[src/rtl/i2c_tx_arbiter.sv]
// rtl/i2c_tx_arbiter.sv - round-robin sequencer sharing one byte-write I2C master; NACK retry enabled by I2C_ARB_RETRY_EN
module i2c_tx_arbiter #(
   parameter int NREQ        = 4,
   parameter int TIMEOUT_CYC = 64,
   parameter int MAX_RETRY   = 2
) (
   input  logic              i2c_clk,
   input  logic              reset,
   input  logic [NREQ-1:0]   req,
   input  logic [7*NREQ-1:0] req_addr,
   input  logic [8*NREQ-1:0] req_data,
   output logic [NREQ-1:0]   gnt,
   output logic [NREQ-1:0]   done,
   output logic [NREQ-1:0]   nack,
   output logic              timeout,
   output logic              busy,
   output logic              mst_start,
   output logic [6:0]        mst_addr,
   output logic [7:0]        mst_data,
   input  logic              mst_busy,
   input  logic              mst_done,
   input  logic              mst_nack
);

   localparam int IDXW = (NREQ > 1) ? $clog2(NREQ) : 1;
   localparam int TW   = $clog2(TIMEOUT_CYC);
   localparam logic [TW-1:0]   TIMER_LAST = TW'(TIMEOUT_CYC - 1);
   localparam logic [NREQ-1:0] ONE_HOT0   = NREQ'(1);

   // Parameter sanity: refuse to elaborate outside the supported range
   if (NREQ < 2 || NREQ > 8 || TIMEOUT_CYC < 4 || MAX_RETRY < 0) begin : g_bad_param
      $error("i2c_tx_arbiter: unsupported parameter set");
   end

   typedef enum logic [1:0] {IDLE, ISSUE, WAIT, RESP} state_t;

   state_t            state, state_nx;
   logic [IDXW-1:0]   last, last_nx;
   logic [IDXW-1:0]   wsel, wsel_nx;
   logic              result, result_nx;
   logic [TW-1:0]     timer, timer_nx;
   logic [NREQ-1:0]   gnt_nx, done_nx, nack_nx;
   logic              timeout_nx, start_nx;
   logic [6:0]        addr_nx;
   logic [7:0]        data_nx;
   logic              win_found;
   logic [IDXW-1:0]   win_idx;
   int                cand;
   logic [6:0]        addr_arr [NREQ];
   logic [7:0]        data_arr [NREQ];

`ifdef I2C_ARB_RETRY_EN
   localparam int RW = $clog2(MAX_RETRY + 2);
   logic [RW-1:0]     retry_cnt, retry_nx;
`endif

   for (genvar g = 0; g < NREQ; g++) begin : g_unpack
      assign addr_arr[g] = req_addr[7*g +: 7];
      assign data_arr[g] = req_data[8*g +: 8];
   end

   assign busy = (state != IDLE);

   // Round-robin search: first pending requester after the last one served
   always_comb begin
      win_found = 1'b0;
      win_idx   = '0;
      cand      = 0;
      for (int k = 1; k <= NREQ; k++) begin
         cand = int'(last) + k;
         if (cand >= NREQ) cand = cand - NREQ;
         if (!win_found && req[IDXW'(cand)]) begin
            win_found = 1'b1;
            win_idx   = IDXW'(cand);
         end
      end
   end

   // Next-state and next-output decode
   always_comb begin
      state_nx   = state;
      gnt_nx     = gnt;
      done_nx    = '0;
      nack_nx    = '0;
      timeout_nx = 1'b0;
      start_nx   = 1'b0;
      addr_nx    = mst_addr;
      data_nx    = mst_data;
      last_nx    = last;
      wsel_nx    = wsel;
      result_nx  = result;
      timer_nx   = timer;
`ifdef I2C_ARB_RETRY_EN
      retry_nx   = retry_cnt;
`endif
      case (state)
         IDLE: begin
            if (win_found) begin
               addr_nx  = addr_arr[win_idx];
               data_nx  = data_arr[win_idx];
               gnt_nx   = ONE_HOT0 << win_idx;
               wsel_nx  = win_idx;
`ifdef I2C_ARB_RETRY_EN
               retry_nx = '0;
`endif
               state_nx = ISSUE;
            end
         end
         ISSUE: begin
            if (!mst_busy) begin
               start_nx = 1'b1;
               timer_nx = '0;
               state_nx = WAIT;
            end
         end
         WAIT: begin
            if (timer != TIMER_LAST) timer_nx = timer + 1'b1;
            // A completion in the expiry cycle takes precedence over the timeout
            if (mst_done) begin
               if (!mst_nack) begin
                  result_nx = 1'b0;
                  state_nx  = RESP;
               end else begin
`ifdef I2C_ARB_RETRY_EN
                  if (retry_cnt < RW'(MAX_RETRY)) begin
                     retry_nx = retry_cnt + 1'b1;
                     state_nx = ISSUE;
                  end else begin
                     result_nx = 1'b1;
                     state_nx  = RESP;
                  end
`else
                  result_nx = 1'b1;
                  state_nx  = RESP;
`endif
               end
            end else if (timer == TIMER_LAST) begin
               result_nx  = 1'b1;
               timeout_nx = 1'b1;
               state_nx   = RESP;
            end
         end
         RESP: begin
            done_nx  = ONE_HOT0 << wsel;
            nack_nx  = result ? (ONE_HOT0 << wsel) : '0;
            gnt_nx   = '0;
            last_nx  = wsel;
            state_nx = IDLE;
         end
         default: state_nx = IDLE;
      endcase
   end

   // State register
   always_ff @(posedge i2c_clk) begin
      if (!reset) state <= IDLE;
      else        state <= state_nx;
   end

   // Registered outputs and per-transaction context
   always_ff @(posedge i2c_clk) begin
      if (!reset) begin
         gnt       <= '0;
         done      <= '0;
         nack      <= '0;
         timeout   <= 1'b0;
         mst_start <= 1'b0;
         mst_addr  <= '0;
         mst_data  <= '0;
         last      <= IDXW'(NREQ - 1);
         wsel      <= '0;
         result    <= 1'b0;
         timer     <= '0;
      end else begin
         gnt       <= gnt_nx;
         done      <= done_nx;
         nack      <= nack_nx;
         timeout   <= timeout_nx;
         mst_start <= start_nx;
         mst_addr  <= addr_nx;
         mst_data  <= data_nx;
         last      <= last_nx;
         wsel      <= wsel_nx;
         result    <= result_nx;
         timer     <= timer_nx;
      end
   end

`ifdef I2C_ARB_RETRY_EN
   // NACK retry counter, cleared on every new grant
   always_ff @(posedge i2c_clk) begin
      if (!reset) retry_cnt <= '0;
      else        retry_cnt <= retry_nx;
   end
`endif

endmodule

[config.mk]
export PLATFORM = sky130hd
export DESIGN_NAME = i2c_tx_arbiter
export DESIGN_NICKNAME = d
export VERILOG_FILES = /design/src/rtl/i2c_tx_arbiter.sv
export SDC_FILE = /design/constraint.sdc
export NUM_CORES = 1
export LEC_CHECK = 0
export BUFFER_PORTS_ARGS = -buffer_cell sky130_fd_sc_hd__buf_4
export CORE_UTILIZATION = 46
export DETAILED_ROUTE_END_ITERATION = 7
export PLACE_DENSITY_LB_ADDON = 0.15
export SETUP_SLACK_MARGIN = 0.3
export SYNTH_ARGS = -nofsm -noshare
export SYNTH_HDL_FRONTEND = slang
export SYNTH_SLANG_ARGS = --single-unit
[constraint.sdc]
create_clock -name i2c_clk -period 2.4 [get_ports i2c_clk]
set_input_delay 0.36 -clock i2c_clk [delete_from_list [all_inputs] [get_ports i2c_clk]]
set_output_delay 0.36 -clock i2c_clk [all_outputs]
set_load 0.01 [all_outputs]
## Word level (Yosys, flattened, before mapping)

Index checks and enable logic that the tools add are counted.

- Register bits: 42
- Bits in latches: 0
- RAM bits: 0
- Memory bits (read-only): 0
- Bits of input ports: 69
- Memories kept: 0

- Add/sub/neg operators: 9
- Multiply operators: 0
- Div/mod/pow operators: 0
- Magnitude comparators: 9
- Eq/ne operators: 9
- Shift operators: 2
- Muxes and demuxes: 45
- Bitwise gates (word level): 3
- Reductions and logical operators: 20

Operator list:

| operator | number |
|---|---|
| $mux W2 | 12 |
| $mux W1 | 17 |
| $bmux W8 S2 | 1 |
| $lt A2 B4 Y1 const B | 4 |
| $mux W8 | 2 |
| $bmux W7 S2 | 1 |
| $mux W7 | 2 |
| $ge A3 B3 Y1 const B | 4 |
| $mux W6 | 2 |
| $pmux W6 S2 | 1 |
| $reduce_and A2 Y1 | 5 |
| $reduce_and A3 Y1 | 3 |
| $bmux W1 S2 | 4 |
| $pmux W2 S4 | 1 |
| $pmux W4 S2 | 1 |
| $reduce_bool A2 Y1 | 4 |
| $shl A1 B2 Y4 const A | 2 |
| $sub A2 B1 Y2 const B | 4 |
| $add A2 B2 Y3 const B | 2 |
| $add A6 B1 Y6 const B | 1 |
| $eq A6 B6 Y1 const B | 1 |
| $ne A2 B2 Y1 const B | 3 |
| $ne A6 B6 Y1 const B | 1 |
| $add A2 B3 Y4 const B | 1 |
| other kinds (12) | 18 |

## Logic depth before layout (Yosys ltp)

Gate-level depths: netlist of run 1.

- Word-level depth: 20
- Gate-level depth with buffers: 8
- Gate-level depth less buffers: 7

## Worst setup path before layout of run 1

Ideal clock, no wire load.

- Kind: reg2reg
- Start point: register state[0]
- End point: register timer[3]
- Setup time: 0.129 ns
- Arrival: 1.567 ns
- Required time: 2.271 ns
- Path slack: 0.703 ns
- Cell stages (with the launch flop): 9
- Cell sequence: dfxtp_1 -> inv_1 -> ha_1 -> clkbuf_1 -> nor2_1 -> a311oi_2 -> nand4_1 -> xor2_1 -> nor2_1

- Longest elaborated chain between the ends: 3
- Elaborated cells on any way between the ends: 7

Ends and longest elaborated chain:

| item | line | RTL |
|---|---|---|
| start, declared | 37 | `state_t state, state_nx;` |
| start signal, assigned | 157 | `else state <= state_nx;` |
| $eq A2 B2 Y1 / $eq A2 B1 Y1 (equally long branches) | 96 | `case (state)` |
| $ne A2 B2 Y1 (no source line) / $reduce_bool A2 Y1 (equally long branches) | -- |  |
| $reduce_and A3 Y1 (no source line) | -- |  |
| end signal, assigned | 185 | `timer <= timer_nx;` |
| end, declared | 41 | `logic [TW-1:0] timer, timer_nx;` |

Several ways; a longest one is shown, not always the timed one.
A chain may end at the register's enable or synchronous reset.

## Worst setup path after layout of run 1

- Start point: register state[0]
- End point: register timer[4]

Same word-level chain as after synthesis.

==> results of run 1 <==
[worst reg2reg max path, cell delays in order, from the launching register on]
cell,delay [ns]
dfxtp_1,0.34
inv_1,0.13
ha_1,0.37
nor2_1,0.15
a311oi_4,0.39
nand4_1,0.17
xor2_1,0.16
nor2_1,0.05
[Yosys cell counts (2+ instances only)]
cell,number,area (µm²)
a21oi_1,9,45.0
a221oi_1,2,17.5
a222oi_1,15,150
a22oi_1,2,15.0
a31oi_1,15,93.8
and2_1,3,18.8
buf_2,2,10.0
buf_6,3,33.8
clkbuf_1,10,37.5
dfxtp_1,42,841
ha_1,6,75.1
inv_1,11,41.3
mux2i_1,4,40.0
nand2_1,22,82.6
nand2b_1,6,37.5
nand3_1,3,15.0
nand3b_1,2,15.0
nand4_1,3,18.8
nor2_1,22,82.6
nor3_1,4,20.0
nor4_1,3,18.8
nor4b_1,2,17.5
o21ai_0,22,110
o22ai_1,2,12.5
xor2_1,4,35.0
[metal layers]
layer  track usage  vias to the layer above  wire length, µm
li1              -                     1060                -
met2         0.381                       89             2620
met5             0                        -                0
met1         0.300                      981             2310
met3        0.0658                        6              389
met4        0.0807                        0               62
[state kept, by name, summed over array words and instances (netlist names)]
signal / flops
mst_start: 1
timer: 6
gnt: 4
state: 2
last: 2
nack: 4
wsel: 2
timeout: 1
result: 1
mst_data: 8
done: 4
mst_addr: 7
[per-stage QoR]
step / setup WS [ns] / power [mW] / cells
final: 0.527 / 2.53 / 378
after detailed placement: 0.404 / 2.07 / 370
after CTS: 0.384 / 2.52 / 378
after global routing: 0.288 / 2.72 / 378
after global placement: 0.467 / 2.05 / 370
after floorplan: 0.703 / 1.64 / 234
[cells by family after synthesis]
group	after synthesis	synth area share
AOI/OAI and AO/OA	75	0.259
xor gates and xnor gates	4	0.0172
and+or+nand+nor	75	0.189
buffers and inverters	28	0.0674
muxes	4	0.0196
adders and majority gates	6	0.0368
DFF	42	0.412
[where the power goes]
part	switching, mW	total [mW]	internal [mW]	leakage, nW
sequential	0.118	0.975	0.858	0.344
clock	0.241	0.446	0.205	0.0452
combinational	0.599	1.10	0.506	0.897
[layout by cell type (no fill, tap or decap), drive strengths merged, types with 3 or more instances in the layout]
cell    instances
a221oi          3
a21oi           9
ha              6
nand2          22
dfxtp          42
o21ai          22
nand4           3
a31oi          15
clkbuf          6
and2            3
nand2b          6
nor3            4
nor2           23
buf           103
inv            11
mux2i           4
a222oi         15
xor2            4
nor4            3
nand3           3
[how the worst max path moves through the flow]
stage	end	slack, ns	from	cells past startpoint
2_1_floorplan	timer[3]	0.70	state[0]	8
3_3_place_gp	mst_data[4]	0.47	last[1]	4
3_5_place_dp	mst_addr[5]	0.40	last[1]	4
4_1_cts	mst_data[5]	0.38	last[1]	4
5_1_grt	timer[5]	0.29	state[0]	7
6_report	timer[4]	0.53	state[0]	7
[area by class of cell]
| type | count | area, µm² |
|---|---|---|
| clock buffers | 6 | 72.6 |
| flip-flops and latches | 42 | 841 |
| repair buffers | 103 | 773 |
| inverters | 11 | 41.3 |
| multi-input cells | 164 | 1080 |
| well taps | 50 | 62.6 |
| fillers | 350 | 1260 |
| clock inverters | 2 | 13.8 |
==> qor.txt, run 1 <==
Run status = finished with violations
Failing checks = design-rule violations
DRC = 1
Vias in the first global route = 1,801
Core Region = 0.00414 mm²
Drt pass-1 iters = 8
Vias per cell = 5.65
Avg Synthesized Cell Area = 8.73 µm²
CTS buffer count = 5
Hold_sp = mst_done
Largest net degree at the start of global routing = 36
CP startpoint kind = flip-flop
Slowest-stage cell, CP = a311oi_4
Final setup fails = 0
WP buf/inv = 1
Total GRT Usage = 0.236
PortBufs = 98
Min Tclk post-route = 1.87 ns
Hold_ws = 0.256 ns
Pleak = 1.29 nW
Cell Rows = 23
P&R area growth vs syn = 41.2%
Wire per inst = 14.2 µm
Clock Pin Slew Worst Setup and Hold Paths = 0.08 ns
Ys async rst share = 0
Placement Cell Area = 0.00278 mm²
R2R Path Start = state[0]
Post-synth EDFFs = 0
Full die area = 0.00471 mm²
Cells after Synth = 234
Routed Antenna Nets = 0
Share of layout cells above drive strength 1 = 0.357
Synthesis-stage register bit count = 42
Hold path cells = 2
Max Clock Freq = 534 MHz
Post-DP HPWL = 3.93 mm
Die W = 68.6 µm
Htree depth = 2
Final Core Density = 0.696
CP delay by family, top = compound AO/OA/AOI/OAI gates
Starting density of the core = 0.493
CP Capture Type = flip-flop
Final Cell Area = 0.00288 mm²
Setup TNS = 0 ns
Crit-path cells = inv_1 > ha_1 > nor2_1 > a311oi_4 > nand4_1 > xor2_1 > nor2_1
CP dominant cell by count = nor2_1
Worst clock skew = 0.00819 ns
Clock sinks = 42
Slew Viols, Final = 0
Power Dens Cells = 876 mW/mm²
I/O Pins = 99
Clock latency on the worst-skew pair = 0.30 ns
Peak VDD IR = 384 µV
Ys Warns = 0
Unrepaired setup endpoints after global routing = no
Worst Reg-to-Reg Cells = 7
Worst min-delay path endpoint = timeout
Vias post-DR = 2,136
Max cap viols = 0
Worst flop-to-flop path endpoint = timer[4]
Post-synthesis cell type count = 40
First DRT Iteration DRCs = 165
Die Height = 68.6 µm
Seq/Total Area, Yosys = 0.412
Top fanout value on the critical path = 8
Worst-Margin Slew = 0.609 ns
Aggregate global routing overflow = 0
Fin crit share = 0.781
Initial antenna violation count = 0
Buffer count from post-CTS setup fixing = 0
Final #Nets = 402
Clk root buf = clkbuf_8
RePlAce Congestion = 0.882
TritonCTS clock tree = done
Reg2Reg Setup Slack = 0.53 ns
Most used DFF post-synth = dfxtp_1
CP Data Required Time = 2.57 ns
Antenna Diode Count = 0
Post-Syn Area = 0.00204 mm²
Post-CTS sizing = 0
Synthesized Nets = 309
Hold Buf Count CTS = 0
HP Class = input pin to flip-flop
Max Root-Sink Buffers = 2
Critical Path AT = 2.05 ns
Slowest cell delay on critical path = 0.38 ns
Global-route wire length before repair = 8.14 mm
Fin. Hold Viols = 0
Final wirelength = 5.38 mm
Crit path kind = flip-flop to flip-flop
Slew HR = 0.593
Power figures use the tool's default switching activity.
==> run 2, diff against run 1 <==
--- a/config.mk
+++ b/config.mk
@@ -6,7 +6,7 @@
 export NUM_CORES = 1
 export LEC_CHECK = 0
 export BUFFER_PORTS_ARGS = -buffer_cell sky130_fd_sc_hd__buf_4
-export CORE_UTILIZATION = 46
+export CORE_UTILIZATION = 41
 export DETAILED_ROUTE_END_ITERATION = 7
 export PLACE_DENSITY_LB_ADDON = 0.15
 export SETUP_SLACK_MARGIN = 0.3
==> constraint.sdc (replaced) <==
create_clock -name i2c_clk -period 1.65 [get_ports i2c_clk]
set_input_delay 0.2475 -clock i2c_clk [delete_from_list [all_inputs] [get_ports i2c_clk]]
set_output_delay 0.2475 -clock i2c_clk [all_outputs]
set_load 0.01 [all_outputs]
==> run 2 against run 1 <==
Net effect:
- the run ends with negative setup slack left
- clock-buffer cell count shrank 1
- routed wire length grew 36%
- via count grew 13%
- sequential share of layout area shrank 5.2 points
- maximum frequency grew 6.3%
- critical path type unchanged
- largest power group unchanged
==> qor.txt, run 2 (synthesized netlist as in run 1, its figures left out) <==
Htree depth = 2
Min Tclk post-route = 1.76 ns
Worst-Margin Slew = 0.623 ns
CP startpoint kind = flip-flop
Final #Nets = 439
Starting density of the core = 0.429
Max Root-Sink Buffers = 2
Initial antenna violation count = 0
Post-DP HPWL = 4.38 mm
Core Region = 0.00475 mm²
Commonest non-fill, non-tap cell in the layout = buf_4
DRC = 0
Hold path cells = 2
Clock Pin Slew Worst Setup and Hold Paths = 0.09 ns
Total GRT Usage = 0.264
Hold_ws = 0.169 ns
CP Capture Type = flip-flop
Power Dens Cells = 1380 mW/mm²
Die W = 72.6 µm
Full die area = 0.00527 mm²
Max cap viols = 0
Pre-CTS setup slack = -0.227 ns
Vias post-DR = 2,404
Wire per inst = 17.0 µm
Share of layout cells above drive strength 1 = 0.526
Largest net degree at the start of global routing = 25
Top fanout value on the critical path = 8
Drt pass-1 iters = 7
TritonCTS clock tree = done
Final Cell Area = 0.00360 mm²
Clk root buf = clkbuf_8
Cell Rows = 25
Slew HR = 0.584
Hold Buf Count CTS = 0
Vias per cell = 5.56
I/O Pins = 99
Max reg flops = 8
HP Class = input pin to flip-flop
Antenna Diode Count = 0
Biggest regs = mst_data: 8 flops, mst_addr: 7 flops, timer: 6 flops
Final Core Density = 0.757
Global-route wire length before repair = 10.7 mm
Worst clock skew = 0.0106 ns
Vias in the first global route = 2,219
P&R area growth vs syn = 76.2%
Peak VDD IR = 1020 µV
CTS buffer count = 5
Post-route setup slack = -0.113 ns
PortBufs = 98
Crit path kind = flip-flop to flip-flop
Fin crit share = 1.07
Tot Pwr = 4.97 mW
Most frequent cells in the layout = 118 x buf_4, 36 x dfxtp_1, 22 x nand2_1, 22 x o21ai_0, 17 x nor2_1
Worst Reg-to-Reg Cells = 6
Run status = finished with violations
First DRT Iteration DRCs = 206
Slew Viols, Final = 0
Unrepaired setup endpoints after global routing = yes
Routed Antenna Nets = 0
RePlAce Congestion = 0.788
Pleak = 1.57 nW
Clock sinks = 42
Die Height = 72.6 µm
Failing checks = negative setup slack
Fin. Hold Viols = 0
Final wirelength = 7.33 mm
Critical Path AT = 1.94 ns
Aggregate global routing overflow = 0
Clock latency on the worst-skew pair = 0.30 ns
Placement Cell Area = 0.00305 mm²
Reg with most FFs = mst_data
Final setup fails = 7
CP Data Required Time = 1.83 ns
Max Clock Freq = 567 MHz
## run 2: cell types whose count changed in the layout (fill, tap and decap cells not counted), moves of 4 or more
cell     delta
ha_1        -5
buf_4      +15
dfxtp_4     +6
dfxtp_1     -6
ha_4        +5
buf_12      +4
buf_6      +15
inv_1       -4
## run 2: worst max-delay path, cell delays in order, from the launching register on
cell	delay, ns
dfxtp_4	0.37
buf_6	0.12
a221oi_4	0.32
nor2b_4	0.10
clkbuf_16	0.18
a222oi_1	0.41
a31oi_1	0.13
## run 2: area by class of cell
cell class	count	area (µm²)
inverters	11	51.3
clock inverters	3	40.0
well taps	67	83.8
clock buffers	5	68.8
repair buffers	138	1160
multi-input cells	166	1330
flip-flops and latches	42	863
fillers	352	1160
## run 2: final timing paths
path	from	endpoint	slack, ns
worst max-delay path	last[1]	mst_data[3]	-0.11
worst min-delay path	mst_done	timeout	0.17
worst max register to register	last[1]	mst_data[3]	-0.11
worst min register to register	result	nack[3]	0.47
## run 2: what timing repair did
| action | in CTS | in global routing |
|---|---|---|
| pin swaps | 31 | 23 |
| endpoints found under the setup margin | 29 | 31 |
| cloned | 2 | 1 |
| buffers inserted | 15 | 5 |
| resized for setup | 35 | 17 |
## run 2: routing by layer
metal	share of wire	track usage
met5	0	0
met4	0.020	0.0523
met3	0.084	0.0566
met2	0.49	0.479
met1	0.41	0.322
## run 2: power by group
group          switching (mW)  internal, mW
logic                    1.28          1.40
clock network           0.376         0.446
registers               0.197          1.27
total                    1.85          3.11
## run 2: through the flow
stage                     setup TNS [ns]  cells
final                             -0.280    432
after global placement             -2.10    401
after detailed placement           -3.02    401
after floorplan                        0    234
after CTS                         -0.106    426
after global routing               -1.35    432
==> run 3, diff against run 2 <==
--- a/config.mk
+++ b/config.mk
@@ -8,7 +8,7 @@
 export BUFFER_PORTS_ARGS = -buffer_cell sky130_fd_sc_hd__buf_4
 export CORE_UTILIZATION = 41
 export DETAILED_ROUTE_END_ITERATION = 7
-export PLACE_DENSITY_LB_ADDON = 0.15
+export PLACE_DENSITY = 0.75
 export SETUP_SLACK_MARGIN = 0.3
 export SYNTH_ARGS = -nofsm -noshare
 export SYNTH_HDL_FRONTEND = slang
==> constraint.sdc (replaced) <==
create_clock -name i2c_clk -period 1.65 [get_ports i2c_clk]
set_input_delay 0 -clock i2c_clk [delete_from_list [all_inputs] [get_ports i2c_clk]]
set_output_delay 0 -clock i2c_clk [all_outputs]
set_load 0.01 [all_outputs]
==> run 3 against run 2 <==
Net effect:
- the run now ends clean
- non-clock buffer count up 4
- power decreased by 8.1%
- sequential share of layout area up 0.53 points
- combinational power decreased by 13%
- largest power group unchanged
- highest routed layer unchanged
==> qor.txt, run 3 (synthesized netlist as in run 1, its figures left out) <==
Run status = finished clean
Crit path kind = flip-flop to flip-flop
WP buf/inv = 2
Clock Pin Slew Worst Setup and Hold Paths = 0.07 ns
Internal power = 2.90 mW
Slew Viols, Final = 0
Clk root buf = clkbuf_8
Slowest-stage cell, CP = dfxtp_4
Wire per inst = 15.3 µm
Aggregate global routing overflow = 0
Die Height = 72.6 µm
Die W = 72.6 µm
Min Tclk post-route = 1.58 ns
I/O Pins = 99
Critical Path AT = 1.76 ns
CP Data Required Time = 1.83 ns
Final wirelength = 6.63 mm
Clock sinks = 42
HP Class = input pin to flip-flop
PortBufs = 98
Initial antenna violation count = 0
Fin crit share = 0.959
Vias in the first global route = 2,275
Slew HR = 0.673
CP delay by family, top = flip-flops
Slowest cell delay on critical path = 0.37 ns
Full die area = 0.00527 mm²
Placement Cell Area = 0.00303 mm²
RePlAce Congestion = 0.852
Combinational fraction of design power = 0.508
Final Cell Area = 0.00349 mm²
DRC = 0
Antenna Diode Count = 0
Core Region = 0.00475 mm²
Max cap viols = 0
Total GRT Usage = 0.247
Post-route insts no fill = 434
Share of layout cells above drive strength 1 = 0.452
First DRT Iteration DRCs = 150
Global-route wire length before repair = 9.94 mm
Commonest non-fill, non-tap cell in the layout = buf_4
Placed cell count = 399
Max Root-Sink Buffers = 2
Drt pass-1 iters = 8
P_sw = 1.66 mW
Peak VDD IR = 737 µV
Reg with most FFs = mst_data
CP startpoint kind = flip-flop
TritonCTS clock tree = done
Largest net degree at the start of global routing = 33
Most frequent cells in the layout = 118 x buf_4, 36 x dfxtp_1, 22 x o21ai_0
Top fanout value on the critical path = 5
Cell Rows = 25
Clock latency on the worst-skew pair = 0.30 ns
Pleak = 1.53 nW
Tot Pwr = 4.56 mW
Vias post-DR = 2,375
Biggest regs = mst_data: 8 flops, mst_addr: 7 flops, timer: 6 flops
Htree depth = 2
CTS buffer count = 5
Starting density of the core = 0.429
CP Capture Type = flip-flop
Final setup fails = 0
Unrepaired setup endpoints after global routing = yes
Routed Antenna Nets = 0
Net Sw Frac = 0.364
Post-DP HPWL = 4.32 mm
Sequential share of power = 0.317
Crit-path cells = buf_6 > ha_4 > nor2_4 > a311oi_4 > buf_4 > mux2i_1 > nor2_1
Max reg flops = 8
Fin. Hold Viols = 0
Vias per cell = 5.47
Worst-Margin Slew = 0.485 ns
Clock share of power = 0.176
Final #Nets = 441
Worst clock skew = 0.00582 ns
Max Clock Freq = 632 MHz
Power Dens Cells = 1310 mW/mm²
P&R area growth vs syn = 70.9%
Hold_ws = 0.00286 ns
-- run 3: cell types whose count changed in the layout (fill, tap and decap cells not counted), moves of 2 or more --
cell,before,now
nor2_2,3,0
buf_12,4,2
dfxtp_4,6,3
dfxtp_2,0,3
nand2b_4,3,1
nor4b_1,0,2
buf_6,15,3
nand2b_1,3,5
ha_4,5,3
nor4b_2,2,0
dlygate4sd3_1,0,18
nor2_1,17,19
-- run 3: layout make-up --
| cell class | count | area [µm²] |
|---|---|---|
| Fill cell | 355 | 1260 |
| Clock inverter | 3 | 40.0 |
| Tap cell | 67 | 83.8 |
| Sequential cell | 42 | 856 |
| Inverter | 11 | 46.3 |
| Timing Repair Buffer | 142 | 1160 |
| Multi-Input combinational cell | 164 | 1230 |
| Clock buffer | 5 | 68.8 |
-- run 3: worst register-to-register path: cells and delay by family (launching register included) --
kind / cells / cell delay (ns)
AOI/OAI and AO/OA: 1 / 0.35
DFF: 1 / 0.37
and+or+nand+nor: 2 / 0.10
adders and majority gates: 1 / 0.17
muxes: 1 / 0.17
buffers and inverters: 2 / 0.30
-- run 3: power by group through the flow --
stage | Clock [mW] | Combinational, mW | Sequential [mW]
global placement | 0 | 1.88 | 1.45
detailed placement | 0 | 1.90 | 1.45
global route | 0.856 | 2.50 | 1.47
finish | 0.801 | 2.32 | 1.44
floorplan | 0 | 1.10 | 1.49
CTS | 0.821 | 2.04 | 1.42
-- run 3: final timing paths --
check	to	startpoint	depth (start not counted)	slack [ns]
worst max-delay path	timer[0]	state[1]	7	0.07
worst min-delay path	mst_start	mst_busy	3	0.003
worst max register to register	timer[0]	state[1]	7	0.07
worst min register to register	nack[3]	result	2	0.45
-- run 3: layer usage --
layer,vias to the layer above,share of wire,track usage
met3,19,0.096,0.0552
met4,0,0.024,0.131
li1,1140,-,-
met5,-,0,0
met2,125,0.50,0.444
met1,1091,0.38,0.270
-- run 3: timing repair --
item / 4_1_cts / 5_1_grt
setup endpoints to repair: 29 / 31
setup buffers: 5 / 3
gates cloned: 0 / 1
hold buffers: 18 / 0
resized for setup: 10 / 11
hold endpoints to repair: 19 / 0
pin swaps: 6 / 11
-- run 3: stage by stage --
step,setup TNS [ns],utilization,setup WS [ns]
after floorplan,0,-,0.100
after global placement,-5.12,0.637,-0.338
after detailed placement,-6.01,0.637,-0.418
after CTS,0,0.715,0.0864
after global routing,-0.0919,0.734,-0.0228
final,0,0.734,0.0678
